<file path="config.mk">
export PLATFORM = sky130hd
export DESIGN_NAME = cdb_broadcast_scheduler_flat
export DESIGN_NICKNAME = d
export VERILOG_FILES = /design/src/rtl/cdb_broadcast_scheduler_if.sv /design/src/rtl/cdb_broadcast_scheduler.sv /design/src/flat_wrapper.sv
export SDC_FILE = /design/constraint.sdc
export NUM_CORES = 1
export LEC_CHECK = 0
export BUFFER_PORTS_ARGS = -buffer_cell sky130_fd_sc_hd__buf_2
export CELL_PAD_IN_SITES_DETAIL_PLACEMENT = 1
export CELL_PAD_IN_SITES_GLOBAL_PLACEMENT = 1
export CORE_MARGIN = 1.5
export CORE_UTILIZATION = 37
export DETAILED_ROUTE_END_ITERATION = 12
export GPL_TIMING_DRIVEN = 0
export PLACE_DENSITY = 0.63
export SYNTH_ARGS = -nofsm -noshare
export SYNTH_HDL_FRONTEND = slang
export SYNTH_SLANG_ARGS = --single-unit
</file>
<file path="constraint.sdc">
create_clock -name clock -period 2.97 [get_ports clock]
set_input_delay 0.594 -clock clock [delete_from_list [all_inputs] [get_ports clock]]
set_output_delay 0.594 -clock clock [all_outputs]
set_load 0.1 [all_outputs]
</file>
<file path="src/rtl/cdb_broadcast_scheduler_if.sv">
// Common Data Bus scheduler bundle: three result producers with valid/ready
// handshakes, a broadcast hold, and the registered CDB outputs.
interface cdb_broadcast_scheduler_if #(
  parameter int DATA_W = 16,
  parameter int TAG_W  = 3
);
  logic              alu_valid;
  logic [TAG_W-1:0]  alu_tag;
  logic [DATA_W-1:0] alu_data;
  logic              alu_ready;

  logic              ldsd_valid;
  logic [TAG_W-1:0]  ldsd_tag;
  logic [DATA_W-1:0] ldsd_data;
  logic              ldsd_ready;

  logic              mem_valid;
  logic [TAG_W-1:0]  mem_tag;
  logic [DATA_W-1:0] mem_data;
  logic              mem_ready;

  logic              hold;

  logic              cdb_valid;
  logic [TAG_W-1:0]  cdb_tag;
  logic [DATA_W-1:0] cdb_data;
  logic [1:0]        cdb_src;

  // Producer / consumer side
  modport master (
    output alu_valid, alu_tag, alu_data,
    input  alu_ready,
    output ldsd_valid, ldsd_tag, ldsd_data,
    input  ldsd_ready,
    output mem_valid, mem_tag, mem_data,
    input  mem_ready,
    output hold,
    input  cdb_valid, cdb_tag, cdb_data, cdb_src
  );

  // Scheduler side
  modport slave (
    input  alu_valid, alu_tag, alu_data,
    output alu_ready,
    input  ldsd_valid, ldsd_tag, ldsd_data,
    output ldsd_ready,
    input  mem_valid, mem_tag, mem_data,
    output mem_ready,
    input  hold,
    output cdb_valid, cdb_tag, cdb_data, cdb_src
  );
endinterface

</file>
<file path="src/rtl/cdb_broadcast_scheduler.sv">
// Common Data Bus broadcast scheduler for the Tomasulo core.
// Three producers (alu=0, ldsd=1, mem=2) each feed a DEPTH-entry FIFO; one
// head per cycle is granted and registered onto the CDB as {tag, data, src}.
// Optional build macro CDB_MEM_PRIORITY_EN: a non-empty mem FIFO always wins
// and alu/ldsd round-robin between themselves; default is a 3-way round-robin.
module cdb_broadcast_scheduler #(
  parameter int DATA_W = 16,
  parameter int TAG_W  = 3,
  parameter int DEPTH  = 2
) (
  input  logic clock,
  input  logic reset,
  cdb_broadcast_scheduler_if.slave bus
);
  localparam int PTR_W = (DEPTH > 1) ? $clog2(DEPTH) : 1;
  localparam int CNT_W = PTR_W + 1;
  localparam int ENT_W = TAG_W + DATA_W;
  localparam logic [CNT_W-1:0] FULL = CNT_W'(DEPTH);
  localparam logic [1:0] SRC_ALU  = 2'd0;
  localparam logic [1:0] SRC_LDSD = 2'd1;
  localparam logic [1:0] SRC_MEM  = 2'd2;

  logic [2:0]            in_vld;
  logic [2:0]            rdy;
  logic [2:0]            push;
  logic [2:0]            pop;
  logic [2:0]            not_empty;
  logic [2:0][ENT_W-1:0] in_ent;
  logic [2:0][ENT_W-1:0] head_ent;

  logic [1:0]            last_p0;
  logic                  grant_vld;
  logic [1:0]            grant_src;
  logic                  adv_ptr;

  logic                  vld_p1;
  logic [TAG_W-1:0]      tag_p1;
  logic [DATA_W-1:0]     data_p1;
  logic [1:0]            src_p1;

  assign in_vld    = {bus.mem_valid, bus.ldsd_valid, bus.alu_valid};
  assign in_ent[0] = {bus.alu_tag,  bus.alu_data};
  assign in_ent[1] = {bus.ldsd_tag, bus.ldsd_data};
  assign in_ent[2] = {bus.mem_tag,  bus.mem_data};

  // Ready comes from the registered count only, so a valid while full is dropped.
  assign push = in_vld & rdy;

  assign bus.alu_ready  = rdy[0];
  assign bus.ldsd_ready = rdy[1];
  assign bus.mem_ready  = rdy[2];

  generate
    for (genvar i = 0; i < 3; i++) begin : g_fifo
      logic [ENT_W-1:0] store [DEPTH];
      logic [PTR_W-1:0] wr_ptr;
      logic [PTR_W-1:0] rd_ptr;
      logic [CNT_W-1:0] cnt;

      assign rdy[i]       = (cnt < FULL);
      assign not_empty[i] = (cnt != '0);
      assign head_ent[i]  = store[rd_ptr];

      // Pointer and occupancy bookkeeping; simultaneous push and pop keep cnt.
      always_ff @(posedge clock or negedge reset) begin
        if (!reset) begin
          wr_ptr <= '0;
          rd_ptr <= '0;
          cnt    <= '0;
        end else begin
          if (push[i]) wr_ptr <= wr_ptr + 1'b1;
          if (pop[i])  rd_ptr <= rd_ptr + 1'b1;
          if (push[i] && !pop[i])      cnt <= cnt + 1'b1;
          else if (!push[i] && pop[i]) cnt <= cnt - 1'b1;
        end
      end

      // Result storage, written at the tail on every accepted push.
      always_ff @(posedge clock) begin
        if (push[i]) store[wr_ptr] <= in_ent[i];
      end
    end
  endgenerate

`ifdef CDB_MEM_PRIORITY_EN
  // mem wins outright; alu and ldsd alternate using the last non-mem grant.
  function automatic logic [2:0] pick(input logic [2:0] req, input logic [1:0] last);
    pick = 3'b000;
    if (req[2]) begin
      pick = {1'b1, SRC_MEM};
    end else if (last == SRC_ALU) begin
      if (req[1])      pick = {1'b1, SRC_LDSD};
      else if (req[0]) pick = {1'b1, SRC_ALU};
    end else begin
      if (req[0])      pick = {1'b1, SRC_ALU};
      else if (req[1]) pick = {1'b1, SRC_LDSD};
    end
  endfunction
`else
  // Round-robin search 0->1->2->0 starting just after the last granted source.
  function automatic logic [2:0] pick(input logic [2:0] req, input logic [1:0] last);
    logic [1:0] idx;
    logic       found;
    pick  = 3'b000;
    found = 1'b0;
    idx   = last;
    for (int k = 0; k < 3; k++) begin
      idx = (idx == SRC_MEM) ? SRC_ALU : idx + 2'd1;
      if (!found && req[idx]) begin
        pick  = {1'b1, idx};
        found = 1'b1;
      end
    end
  endfunction
`endif

  // Arbitration: choose a winner unless held, pop its head, decide pointer update.
  always_comb begin
    grant_vld = 1'b0;
    grant_src = SRC_ALU;
    pop       = 3'b000;
    adv_ptr   = 1'b0;
    if (!bus.hold) begin
      {grant_vld, grant_src} = pick(not_empty, last_p0);
    end
    if (grant_vld) begin
      pop = 3'b001 << grant_src;
`ifdef CDB_MEM_PRIORITY_EN
      adv_ptr = (grant_src != SRC_MEM);
`else
      adv_ptr = 1'b1;
`endif
    end
  end

  // Grant stage: register the winning head onto the CDB; payload holds when idle.
  always_ff @(posedge clock or negedge reset) begin
    if (!reset) begin
      last_p0 <= SRC_MEM;
      vld_p1  <= 1'b0;
      tag_p1  <= '0;
      data_p1 <= '0;
      src_p1  <= SRC_ALU;
    end else begin
      vld_p1 <= grant_vld;
      if (adv_ptr) last_p0 <= grant_src;
      if (grant_vld) begin
        {tag_p1, data_p1} <= head_ent[grant_src];
        src_p1            <= grant_src;
      end
    end
  end

  assign bus.cdb_valid = vld_p1;
  assign bus.cdb_tag   = tag_p1;
  assign bus.cdb_data  = data_p1;
  assign bus.cdb_src   = src_p1;

endmodule

</file>
<file path="src/flat_wrapper.sv">
// flat-port wrapper written by rule: the top's interface ports become plain ports
module cdb_broadcast_scheduler_flat 
#(
  parameter int DATA_W = 16,
  parameter int TAG_W  = 3,
  parameter int DEPTH  = 2
)
  (clock, reset, bus_alu_valid, bus_alu_tag, bus_alu_data, bus_alu_ready, bus_ldsd_valid, bus_ldsd_tag, bus_ldsd_data, bus_ldsd_ready, bus_mem_valid, bus_mem_tag, bus_mem_data, bus_mem_ready, bus_hold, bus_cdb_valid, bus_cdb_tag, bus_cdb_data, bus_cdb_src);
  cdb_broadcast_scheduler_if #(.DATA_W(DATA_W), .TAG_W(TAG_W)) bus_i ();
  input  logic clock;
  input  logic reset;
  input wire logic [$bits(bus_i.alu_valid)-1:0] bus_alu_valid;
  input wire logic [$bits(bus_i.alu_tag)-1:0] bus_alu_tag;
  input wire logic [$bits(bus_i.alu_data)-1:0] bus_alu_data;
  output wire logic [$bits(bus_i.alu_ready)-1:0] bus_alu_ready;
  input wire logic [$bits(bus_i.ldsd_valid)-1:0] bus_ldsd_valid;
  input wire logic [$bits(bus_i.ldsd_tag)-1:0] bus_ldsd_tag;
  input wire logic [$bits(bus_i.ldsd_data)-1:0] bus_ldsd_data;
  output wire logic [$bits(bus_i.ldsd_ready)-1:0] bus_ldsd_ready;
  input wire logic [$bits(bus_i.mem_valid)-1:0] bus_mem_valid;
  input wire logic [$bits(bus_i.mem_tag)-1:0] bus_mem_tag;
  input wire logic [$bits(bus_i.mem_data)-1:0] bus_mem_data;
  output wire logic [$bits(bus_i.mem_ready)-1:0] bus_mem_ready;
  input wire logic [$bits(bus_i.hold)-1:0] bus_hold;
  output wire logic [$bits(bus_i.cdb_valid)-1:0] bus_cdb_valid;
  output wire logic [$bits(bus_i.cdb_tag)-1:0] bus_cdb_tag;
  output wire logic [$bits(bus_i.cdb_data)-1:0] bus_cdb_data;
  output wire logic [$bits(bus_i.cdb_src)-1:0] bus_cdb_src;
  assign bus_i.alu_valid = bus_alu_valid;
  assign bus_i.alu_tag = bus_alu_tag;
  assign bus_i.alu_data = bus_alu_data;
  assign bus_alu_ready = bus_i.alu_ready;
  assign bus_i.ldsd_valid = bus_ldsd_valid;
  assign bus_i.ldsd_tag = bus_ldsd_tag;
  assign bus_i.ldsd_data = bus_ldsd_data;
  assign bus_ldsd_ready = bus_i.ldsd_ready;
  assign bus_i.mem_valid = bus_mem_valid;
  assign bus_i.mem_tag = bus_mem_tag;
  assign bus_i.mem_data = bus_mem_data;
  assign bus_mem_ready = bus_i.mem_ready;
  assign bus_i.hold = bus_hold;
  assign bus_cdb_valid = bus_i.cdb_valid;
  assign bus_cdb_tag = bus_i.cdb_tag;
  assign bus_cdb_data = bus_i.cdb_data;
  assign bus_cdb_src = bus_i.cdb_src;
  cdb_broadcast_scheduler #(.DATA_W(DATA_W), .TAG_W(TAG_W), .DEPTH(DEPTH)) u_core (.clock(clock), .reset(reset), .bus(bus_i));
endmodule
</file>
==> results of run 1 <==
==> cell usage after synthesis, types with 3 or more instances <==
| master | n |
|---|---|
| xor2_1 | 6 |
| nor2_1 | 24 |
| inv_1 | 6 |
| dfrtp_1 | 34 |
| a21oi_2 | 11 |
| edfxtp_1 | 114 |
| mux2i_1 | 19 |
| o221ai_1 | 18 |
| ha_1 | 3 |
| a21oi_1 | 25 |
| mux2_2 | 38 |
| xnor2_1 | 9 |
| buf_4 | 3 |
| nand2_1 | 22 |
| and2_1 | 3 |
| nor2b_1 | 5 |
| buf_2 | 8 |
| clkbuf_1 | 5 |
==> flip-flops by register name, indices dropped and copies added (netlist names) <==
signal	flops
u_core.last_p0	1
u_core.g_fifo.cnt	6
u_core.g_fifo.rd_ptr	3
u_core.bus.cdb_src	2
u_core.bus.cdb_tag	3
u_core.bus.cdb_data	16
u_core.g_fifo.store	114
u_core.bus.cdb_valid	1
u_core.g_fifo.wr_ptr	3
==> stage by stage <==
step / cells / power (mW) / area (um2)
after global routing: 711 / 9.42 / 7420
after CTS: 711 / 9.09 / 7420
final: 711 / 8.98 / 7420
after floorplan: 373 / 5.80 / 5980
after global placement: 676 / 6.54 / 6690
after detailed placement: 679 / 6.68 / 6750
==> cells by family after synthesis <==
kind of cell               synth area share, %
AOI/OAI and AO/OA                         8.11
xor gates and xnor gates                  2.20
adders and majority gates                0.627
buffers and inverters                     2.74
DFF                                       71.9
muxes                                     10.3
and+or+nand+nor                           4.12
==> power groups by stage <==
| stage | Combinational (mW) | Sequential [mW] | Clock (mW) |
|---|---|---|---|
| after CTS | 3.58 | 3.09 | 2.42 |
| final | 3.53 | 3.08 | 2.37 |
| after global placement | 3.44 | 3.10 | 0 |
| after global routing | 3.77 | 3.14 | 2.50 |
| after floorplan | 1.76 | 4.04 | 0 |
| after detailed placement | 3.55 | 3.13 | 0 |
==> worst paths after layout <==
check	from	to	slack (ps)	cells past startpoint
setup / recovery	u_core.g_fifo[0].cnt[1]	u_core.g_fifo[2].cnt[1]	880	8
hold / removal	reset	u_core.bus.cdb_data[8]	270	1
setup reg to reg	u_core.g_fifo[0].cnt[1]	u_core.g_fifo[2].cnt[1]	880	8
hold reg to reg	u_core.bus.cdb_src[1]	u_core.bus.cdb_src[1]	480	2
max in group asynchronous	reset	u_core.bus.cdb_data[15]	2160	1
min in group clock	bus_mem_data[13]	u_core.g_fifo[2].store[0][13]	360	1
==> cell type report <==
cell class / instances / area share, %
Sequential cell: 149 / 58.0
Buffer: 20 / 1.77
Inverter: 8 / 0.439
Timing Repair Buffer: 90 / 6.65
Multi-Input combinational cell: 196 / 20.6
Tap cell: 216 / 3.64
Clock inverter: 14 / 3.00
Clock buffer: 18 / 5.92
==> layer usage <==
metal  GRT usage [%]  share of wire (%)
met1            21.9                 45
met2            26.4                 50
met3            4.43                3.8
met4            6.86                1.5
met5               0                  0
==> worst max-delay path, stage by stage, from the launching register on <==
cell and delay [ps]:
dfrtp_1 450, o41ai_2 370, o2111a_2 280, inv_2 70, buf_2 210, ha_1 240, xor2_1 140, nor2_1 110
xnor2_1 120
==> results.sh, run 1 <==
export IMPL_syn_inst=373
export IMPL_ys_top_cells_by_area="edfxtp_1 57%, dfrtp_1 14%, mux2_2 7.2%, mux2i_1 3.2%, o221ai_1 2.6%"
export IMPL_wire_per_inst_um=18.5
export IMPL_drv_slew=0
export IMPL_cts_tree="yes"
export IMPL_clock_sinks=149
export IMPL_maxSlewHeadroom_pct=36.0
export IMPL_hold_class="input pin to async pin"
export IMPL_cts_resized=0
export IMPL_final_seq_area_um2=4300
export IMPL_globalRouteOverflowTotal=0
export IMPL_fin_ws_ps=884
export IMPL_ir_worst_vdd_mv=0.459
export IMPL_internal_power_mw=5.37
export IMPL_clkTransAtPathRegs_ps=60
export IMPL_fin_crit_sh_pct=70.3
export IMPL_grt_first_pass_wirelength_mm=20.4
export IMPL_drc_errors=0
export IMPL_finalCoreUtilization_pct=46.9
export IMPL_mostFrequentLayoutCell="edfxtp_1"
export IMPL_numPortBuffers=87
export IMPL_dr_pass1_iters=4
export IMPL_power_switching_mw=3.61
export IMPL_fin_skew_ps=5.96
export IMPL_fmax_ghz=0.479
export IMPL_ys_seq_area_share_pct=71.9
export IMPL_combPwrFrac_pct=39.3
export IMPL_syn_to_final_growth_pct=23.9
export IMPL_drive_gt1_share_pct=40.4
export IMPL_multi_input_area_um2=1530
export IMPL_final_min_clock_period_ps=2090
export IMPL_worstSetupPathType="register to register"
export IMPL_post_dp_hpwl_mm=9.30
export IMPL_first_iter_violations=158
export IMPL_routabilityCongestion=0.727
export IMPL_path_max_fanout=10
export IMPL_start_util_pct=37.8
export IMPL_p_sw_share_pct=40.2
export IMPL_netlist_area_um2=5980
export IMPL_holdWs_ps=269
export IMPL_hold_violations=0
export IMPL_wl_mm=13.1
export IMPL_ios=88
export IMPL_clk_latency_ps=420
export IMPL_htree_num_levels=4
export IMPL_clock_path_buffers=2
export IMPL_postCtsHoldBufs=0
export IMPL_pwr_share_seq_pct=34.3
export IMPL_syn_nets=439
export IMPL_p_leak_nw=2.81
export IMPL_grt_max_degree=36
export IMPL_cap_violations=0
export IMPL_die_w_um=130
export IMPL_required_ps=3320
export IMPL_synth_seq_cells=149
export IMPL_start_kind="register"
export IMPL_pre_cts_ws_ps=670
export IMPL_drtAntennaViolNets=0
export IMPL_nets=548
export IMPL_powerDensity_nw_per_um2=1210
export IMPL_root_buffer="clkbuf_16"
export IMPL_vias=3441
export IMPL_die_y_um=130
export IMPL_fill_cells=1591
export IMPL_antenna_found_initial=0
export IMPL_grt_pass1_vias=3588
export IMPL_power_frac_clock_pct=26.4
export IMPL_worstPathArrival_ps=2430
export IMPL_synth_ff_type="edfxtp_1"
export IMPL_status="complete, no violations"
export IMPL_rsz0062_at_grt="no"
export IMPL_ys_types=37
export IMPL_post_cts_setup_buffers=0
export IMPL_vias_per_cell=4.84
export IMPL_setup_viol=0
export IMPL_avgSynthCellArea_um2=16.0
export IMPL_rows=46
export IMPL_worstSetupEndpointType="register"
export IMPL_synthDominantCellAreaShare_pct=57.2
export IMPL_die_area_um2=16900
export IMPL_final_cell_mix="114 x edfxtp_1, 95 x buf_2, 38 x mux2_2, 34 x dfrtp_1, 25 x a21oi_1"
export IMPL_coreArea_um2=15800
export IMPL_setup_tns_ps=0
export IMPL_numCtsBuffers=17
export IMPL_diodes=0
export IMPL_tightest_slew_ps=960
export IMPL_synth_async_reset_ratio_pct=23.5
export IMPL_synth_edf_count=114
export IMPL_ys_warn_count=0
export IMPL_grt_use_total_pct=16.7
export IMPL_yosysTopAreaCell="edfxtp_1"
No activity file was read; power rests on OpenSTA's default activity.
==> run 2: changes to the inputs <==
clock period = 2.1 ns   (was 2.97 ns; I/O delays follow)
==> run 2 against run 1 <==
  * First-iteration DRC count fell by 4.4%
  * Core utilization rose by 0.38 points
  * Power rose by 43%
  * Sequential share of layout area fell by 0.40 points
  * Via count rose by 0.41%
==> results.sh, run 2 (synthesis gave the netlist of run 1 again) <==
export IMPL_grt_max_degree=36
export IMPL_clkTransAtPathRegs_ps=60
export IMPL_drtAntennaViolNets=0
export IMPL_path_max_fanout=10
export IMPL_grt_use_total_pct=16.7
export IMPL_cap_violations=0
export IMPL_powerDensity_nw_per_um2=1710
export IMPL_fmax_ghz=0.504
export IMPL_die_w_um=130
export IMPL_worstPathArrival_ps=2330
export IMPL_globalRouteOverflowTotal=0
export IMPL_setup_viol=0
export IMPL_ir_worst_vdd_mv=0.649
export IMPL_regMostFlops="u_core.g_fifo.store"
export IMPL_drc_errors=0
export IMPL_htree_num_levels=4
export IMPL_start_util_pct=37.8
export IMPL_nets=554
export IMPL_die_y_um=130
export IMPL_rows=46
export IMPL_fin_ws_ps=116
export IMPL_first_iter_violations=151
export IMPL_cts_tree="yes"
export IMPL_drive_gt1_share_pct=42.3
export IMPL_cp_num_buf_inv=3
export IMPL_fin_skew_ps=6.27
export IMPL_crit_chain="o21ba_2 > buf_4 > o311a_2 > buf_6 > inv_4 > nand3_2 > ha_2 > xor2_1 > nor2_1 > xnor2_1"
export IMPL_antenna_found_initial=0
export IMPL_holdWs_ps=93.3
export IMPL_numCtsBuffers=17
export IMPL_start_kind="register"
export IMPL_crit_family="flip-flops"
export IMPL_vias=3455
export IMPL_wire_per_inst_um=18.4
export IMPL_dr_pass1_iters=5
export IMPL_final_cell_mix="114 x edfxtp_1, 94 x buf_2, 38 x mux2_2, 30 x dfrtp_1, 25 x a21oi_1"
export IMPL_die_area_um2=16900
export IMPL_drv_slew=0
export IMPL_status="complete, no violations"
export IMPL_setup_tns_ps=0
export IMPL_largest_reg_flops=114
export IMPL_clock_sinks=149
export IMPL_root_buffer="clkbuf_16"
export IMPL_p_leak_nw=2.84
export IMPL_post_dp_hpwl_mm=9.30
export IMPL_finalCoreUtilization_pct=47.2
export IMPL_tightest_slew_ps=983
export IMPL_vias_per_cell=4.82
export IMPL_ios=88
export IMPL_hold_violations=0
export IMPL_worstSetupPathType="register to register"
export IMPL_wl_mm=13.2
export IMPL_syn_to_final_growth_pct=24.9
export IMPL_worstSetupEndpointType="register"
export IMPL_clock_path_buffers=2
export IMPL_stdcell_area_um2=7480
export IMPL_clk_latency_ps=420
export IMPL_cpPeakStageDelay_ps=430
export IMPL_numPortBuffers=87
export IMPL_routabilityCongestion=0.727
export IMPL_mostFrequentLayoutCell="edfxtp_1"
export IMPL_required_ps=2450
export IMPL_pre_cts_ws_ps=-26.1
export IMPL_hold_class="input pin to async pin"
export IMPL_fin_crit_sh_pct=94.5
export IMPL_postPlaceCellArea_um2=6750
export IMPL_diodes=0
export IMPL_cpMaxStageDelayCell="dfrtp_2"
export IMPL_coreArea_um2=15800
export IMPL_grt_pass1_vias=3599
export IMPL_final_min_clock_period_ps=1980
export IMPL_maxSlewHeadroom_pct=34.5
export IMPL_grt_first_pass_wirelength_mm=20.4
export IMPL_postCtsHoldBufs=0
==> run 2: changes by cell type in the layout (fill, tap and decap cells not counted) <==
cell	before	now
buf_4	3	9
dfrtp_2	0	4
buf_2	95	94
dfrtp_1	34	30
ha_1	3	2
and2_2	0	1
ha_2	0	1
and2_1	3	2
buf_6	2	3
==> run 2: per-layer routing <==
| layer | GRT usage [%] | up-vias | part of all wire (%) |
|---|---|---|---|
| met5 | 0 | - | 0 |
| met4 | 6.86 | 0 | 1.3 |
| met3 | 4.43 | 11 | 4.0 |
| met2 | 26.4 | 74 | 50 |
| met1 | 21.9 | 1733 | 45 |
| li1 | - | 1637 | - |
==> run 2: power by group <==
part / switching [mW] / internal (mW)
registers: 0.354 / 4.00
clock network: 1.20 / 2.15
logic: 3.57 / 1.53
==> run 2: repair_timing <==
action                                  4_1_cts  5_1_grt
pin swaps                                     1        5
buffers inserted                              1        5
endpoints found under the setup margin        1        3
gates resized for setup                       0        9
==> run 2: worst paths after layout <==
kind | cells after the start | startpoint | end | slack, ps
worst max-delay path | 10 | u_core.g_fifo[1].cnt[0] | u_core.g_fifo[0].cnt[1] | 120
worst min-delay path | 1 | reset | u_core.bus.cdb_data[8] | 90
worst max register to register | 10 | u_core.g_fifo[1].cnt[0] | u_core.g_fifo[0].cnt[1] | 120
worst min register to register | 2 | u_core.bus.cdb_src[1] | u_core.bus.cdb_src[1] | 480
max in group asynchronous | 1 | reset | u_core.g_fifo[1].cnt[0] | 1420
min in group clock | 1 | bus_mem_data[13] | u_core.g_fifo[2].store[0][13] | 180
==> run 2: cell type report <==
cell class                      count  area, um2
Sequential cell                   149       4310
Inverter                            8       32.5
Timing Repair Buffer               96        538
Clock inverter                     14        223
Tap cell                          216        270
Multi-Input combinational cell    196       1530
Clock buffer                       18        439
Fill cell                        1586       8350
Buffer                             20        138
==> run 2: through the flow <==
stage,instances,power (mW)
after floorplan,373,8.20
after global placement,676,9.25
after detailed placement,679,9.44
after CTS,712,12.9
after global routing,717,13.4
final,717,12.8
==> run 3: changes to the inputs <==
CELL_PAD_IN_SITES_DETAIL_PLACEMENT = 0   (was 1)
==> run 3 against run 2 <==
  * Maximum frequency increased by 0.60%
  * Routed wire length decreased by 7.8%
  * Worst setup slack gained 12 ps
  * Largest cell class unchanged
  * Critical path depth fell by 1
  * Die area stayed put
  * Count of clock-buffer cells in the layout rose by 1
  * Via count down 2.3%
  * Largest power group unchanged
  * Design area fell by 0.69%
  * Register-to-register slack hardly changed
  * Sequential power barely moved
  * Critical endpoint unchanged
  * Combinational power is 2% lower
  * Final cell count is 0.14% lower
==> results.sh, run 3 (synthesis gave the netlist of run 1 again) <==
export IMPL_status="complete, no violations"
export IMPL_grt_pass1_vias=3416
export IMPL_final_min_clock_period_ps=1970
export IMPL_rsz0062_at_grt="no"
export IMPL_coreArea_um2=15800
export IMPL_cpMaxStageDelayCell="dfrtp_2"
export IMPL_powerDensity_nw_per_um2=1680
export IMPL_multi_input_area_um2=1530
export IMPL_drv_slew=0
export IMPL_r2r_end="u_core.g_fifo[0].cnt[1]"
export IMPL_start_kind="register"
export IMPL_grt_first_pass_wirelength_mm=18.9
export IMPL_grt_use_total_pct=15.4
export IMPL_start_util_pct=37.8
export IMPL_final_seq_area_um2=4310
export IMPL_die_area_um2=16900
export IMPL_ios=88
export IMPL_die_w_um=130
export IMPL_holdWs_ps=102
export IMPL_hold_violations=0
export IMPL_worstSetupEndpointType="register"
export IMPL_syn_to_final_growth_pct=24.1
export IMPL_crit_chain="o21ba_2 > buf_4 > o311a_2 > buf_6 > inv_4 > nand3_4 > ha_1 > nor2_1 > xnor2_1"
export IMPL_wl_mm=12.2
export IMPL_setup_viol=0
export IMPL_drive_gt1_share_pct=41.4
export IMPL_globalRouteOverflowTotal=0
export IMPL_dr_pass1_iters=4
export IMPL_final_cell_mix="114 x edfxtp_1, 94 x buf_2, 38 x mux2_2, 30 x dfrtp_1, 25 x a21oi_1"
export IMPL_clkTransAtPathRegs_ps=60
export IMPL_nets=553
export IMPL_rows=46
export IMPL_grt_max_degree=36
export IMPL_post_dp_hpwl_mm=8.74
export IMPL_first_iter_violations=188
export IMPL_antenna_found_initial=0
export IMPL_cpPeakStageDelay_ps=420
export IMPL_total_power_mw=12.5
export IMPL_rr_startpoint="u_core.g_fifo[1].cnt[0]"
export IMPL_root_buffer="clkbuf_16"
export IMPL_tightest_slew_ps=977
export IMPL_regMostFlops="u_core.g_fifo.store"
export IMPL_cts_tree="yes"
export IMPL_fmax_ghz=0.507
export IMPL_diodes=0
export IMPL_fill_cells=1418
export IMPL_worstPathArrival_ps=2310
export IMPL_fin_skew_ps=10.3
export IMPL_clock_sinks=149
export IMPL_vias_per_cell=4.71
export IMPL_drc_errors=0
export IMPL_maxSlewHeadroom_pct=34.8
export IMPL_fin_cells=716
export IMPL_numPortBuffers=87
export IMPL_hold_class="input pin to async pin"
export IMPL_clk_latency_ps=420
export IMPL_die_y_um=130
export IMPL_vias=3374
export IMPL_required_ps=2440
export IMPL_path_max_fanout=10
export IMPL_numCtsBuffers=17
export IMPL_mostFrequentLayoutCell="edfxtp_1"
export IMPL_wire_per_inst_um=17.0
export IMPL_fin_crit_sh_pct=93.9
export IMPL_cap_violations=0
export IMPL_p_leak_nw=2.81
export IMPL_drtAntennaViolNets=0
export IMPL_r2r_setup_slack_ps=130
export IMPL_largest_reg_flops=114
export IMPL_routabilityCongestion=0.727
export IMPL_postCtsHoldBufs=0
export IMPL_dp_cells=679
export IMPL_htree_num_levels=4
export IMPL_ir_worst_vdd_mv=0.692
export IMPL_worstSetupPathType="register to register"
export IMPL_r2r_cells=9
export IMPL_clock_path_buffers=2
## run 3: cell types whose count changed in the layout (fill, tap and decap cells not counted)
cell | before | now
ha_1 | 2 | 3
clkbuf_8 | 1 | 0
and2_1 | 2 | 3
nand3_4 | 0 | 1
clkinv_4 | 3 | 2
ha_2 | 1 | 0
buf_4 | 9 | 8
clkinv_2 | 1 | 4
clkbuf_1 | 5 | 7
inv_6 | 3 | 1
bufinv_16 | 5 | 4
nand3_2 | 1 | 0
and2_2 | 1 | 0
## run 3: cell type report
type / instances / area share, %
repair buffers: 95 / 7.15
inverters: 8 / 0.438
clock buffers: 19 / 5.83
plain buffers: 20 / 1.85
multi-input cells: 196 / 20.7
flip-flops and latches: 149 / 58.0
clock inverters: 13 / 2.44
well taps: 216 / 3.64
## run 3: stage by stage
step	TNS, ps	worst slack [ps]	util, %	area (um2)
floorplan	0	126	-	5980
global placement	-28510	-520	42.3	6690
CTS	0	6.18	46.6	7370
detailed placement	-4.80	-4.80	42.7	6750
finish	0	128	46.9	7420
global route	0	10.5	46.9	7420
## run 3: critical path, delay by kind of cell, from the launching register on
kind / cells / cell delay [ps]
simple gates: 2 / 230
fa+ha+maj: 1 / 340
xor+xnor: 1 / 130
buf+inv: 3 / 420
flops: 1 / 420
compound gates: 2 / 350
## run 3: how the worst max path moves through the flow
| stage | start | end | slack, ps |
|---|---|---|---|
| after detailed placement | bus_hold | u_core.g_fifo[0].cnt[1] | -5 |
| final | u_core.g_fifo[1].cnt[0] | u_core.g_fifo[0].cnt[1] | 130 |
| after global placement | bus_mem_valid | u_core.g_fifo[2].store[0][12] | -520 |
| after global routing | u_core.g_fifo[1].cnt[0] | u_core.g_fifo[0].cnt[1] | 10 |
| after CTS | u_core.g_fifo[0].cnt[1] | u_core.g_fifo[2].cnt[1] | 6 |
| after floorplan | bus_ldsd_valid | u_core.g_fifo[1].store[0][0] | 130 |
## run 3: power breakdown
| part | switching (mW) | leakage [nW] | internal (mW) | total [mW] |
|---|---|---|---|---|
| combinational | 3.50 | 1.07 | 1.52 | 5.02 |
| sequential | 0.332 | 1.44 | 4.00 | 4.34 |
| clock | 1.15 | 0.297 | 1.98 | 3.14 |
| total | 4.98 | 2.81 | 7.51 | 12.5 |
## run 3: routing by layer
| metal | global-route usage [%] | vias up | routed length [um] |
|---|---|---|---|
| li1 | - | 1638 | - |
| met1 | 20.9 | 1651 | 5640 |
| met2 | 23.4 | 73 | 5830 |
| met3 | 3.85 | 12 | 489 |
| met4 | 6.73 | 0 | 209 |
| met5 | 0 | - | 0 |
## run 3: timing repair
item,4_1_cts,5_1_grt
buffers inserted,0,5
pin swaps,1,2
gates resized for setup,0,8
setup endpoints to repair,1,2
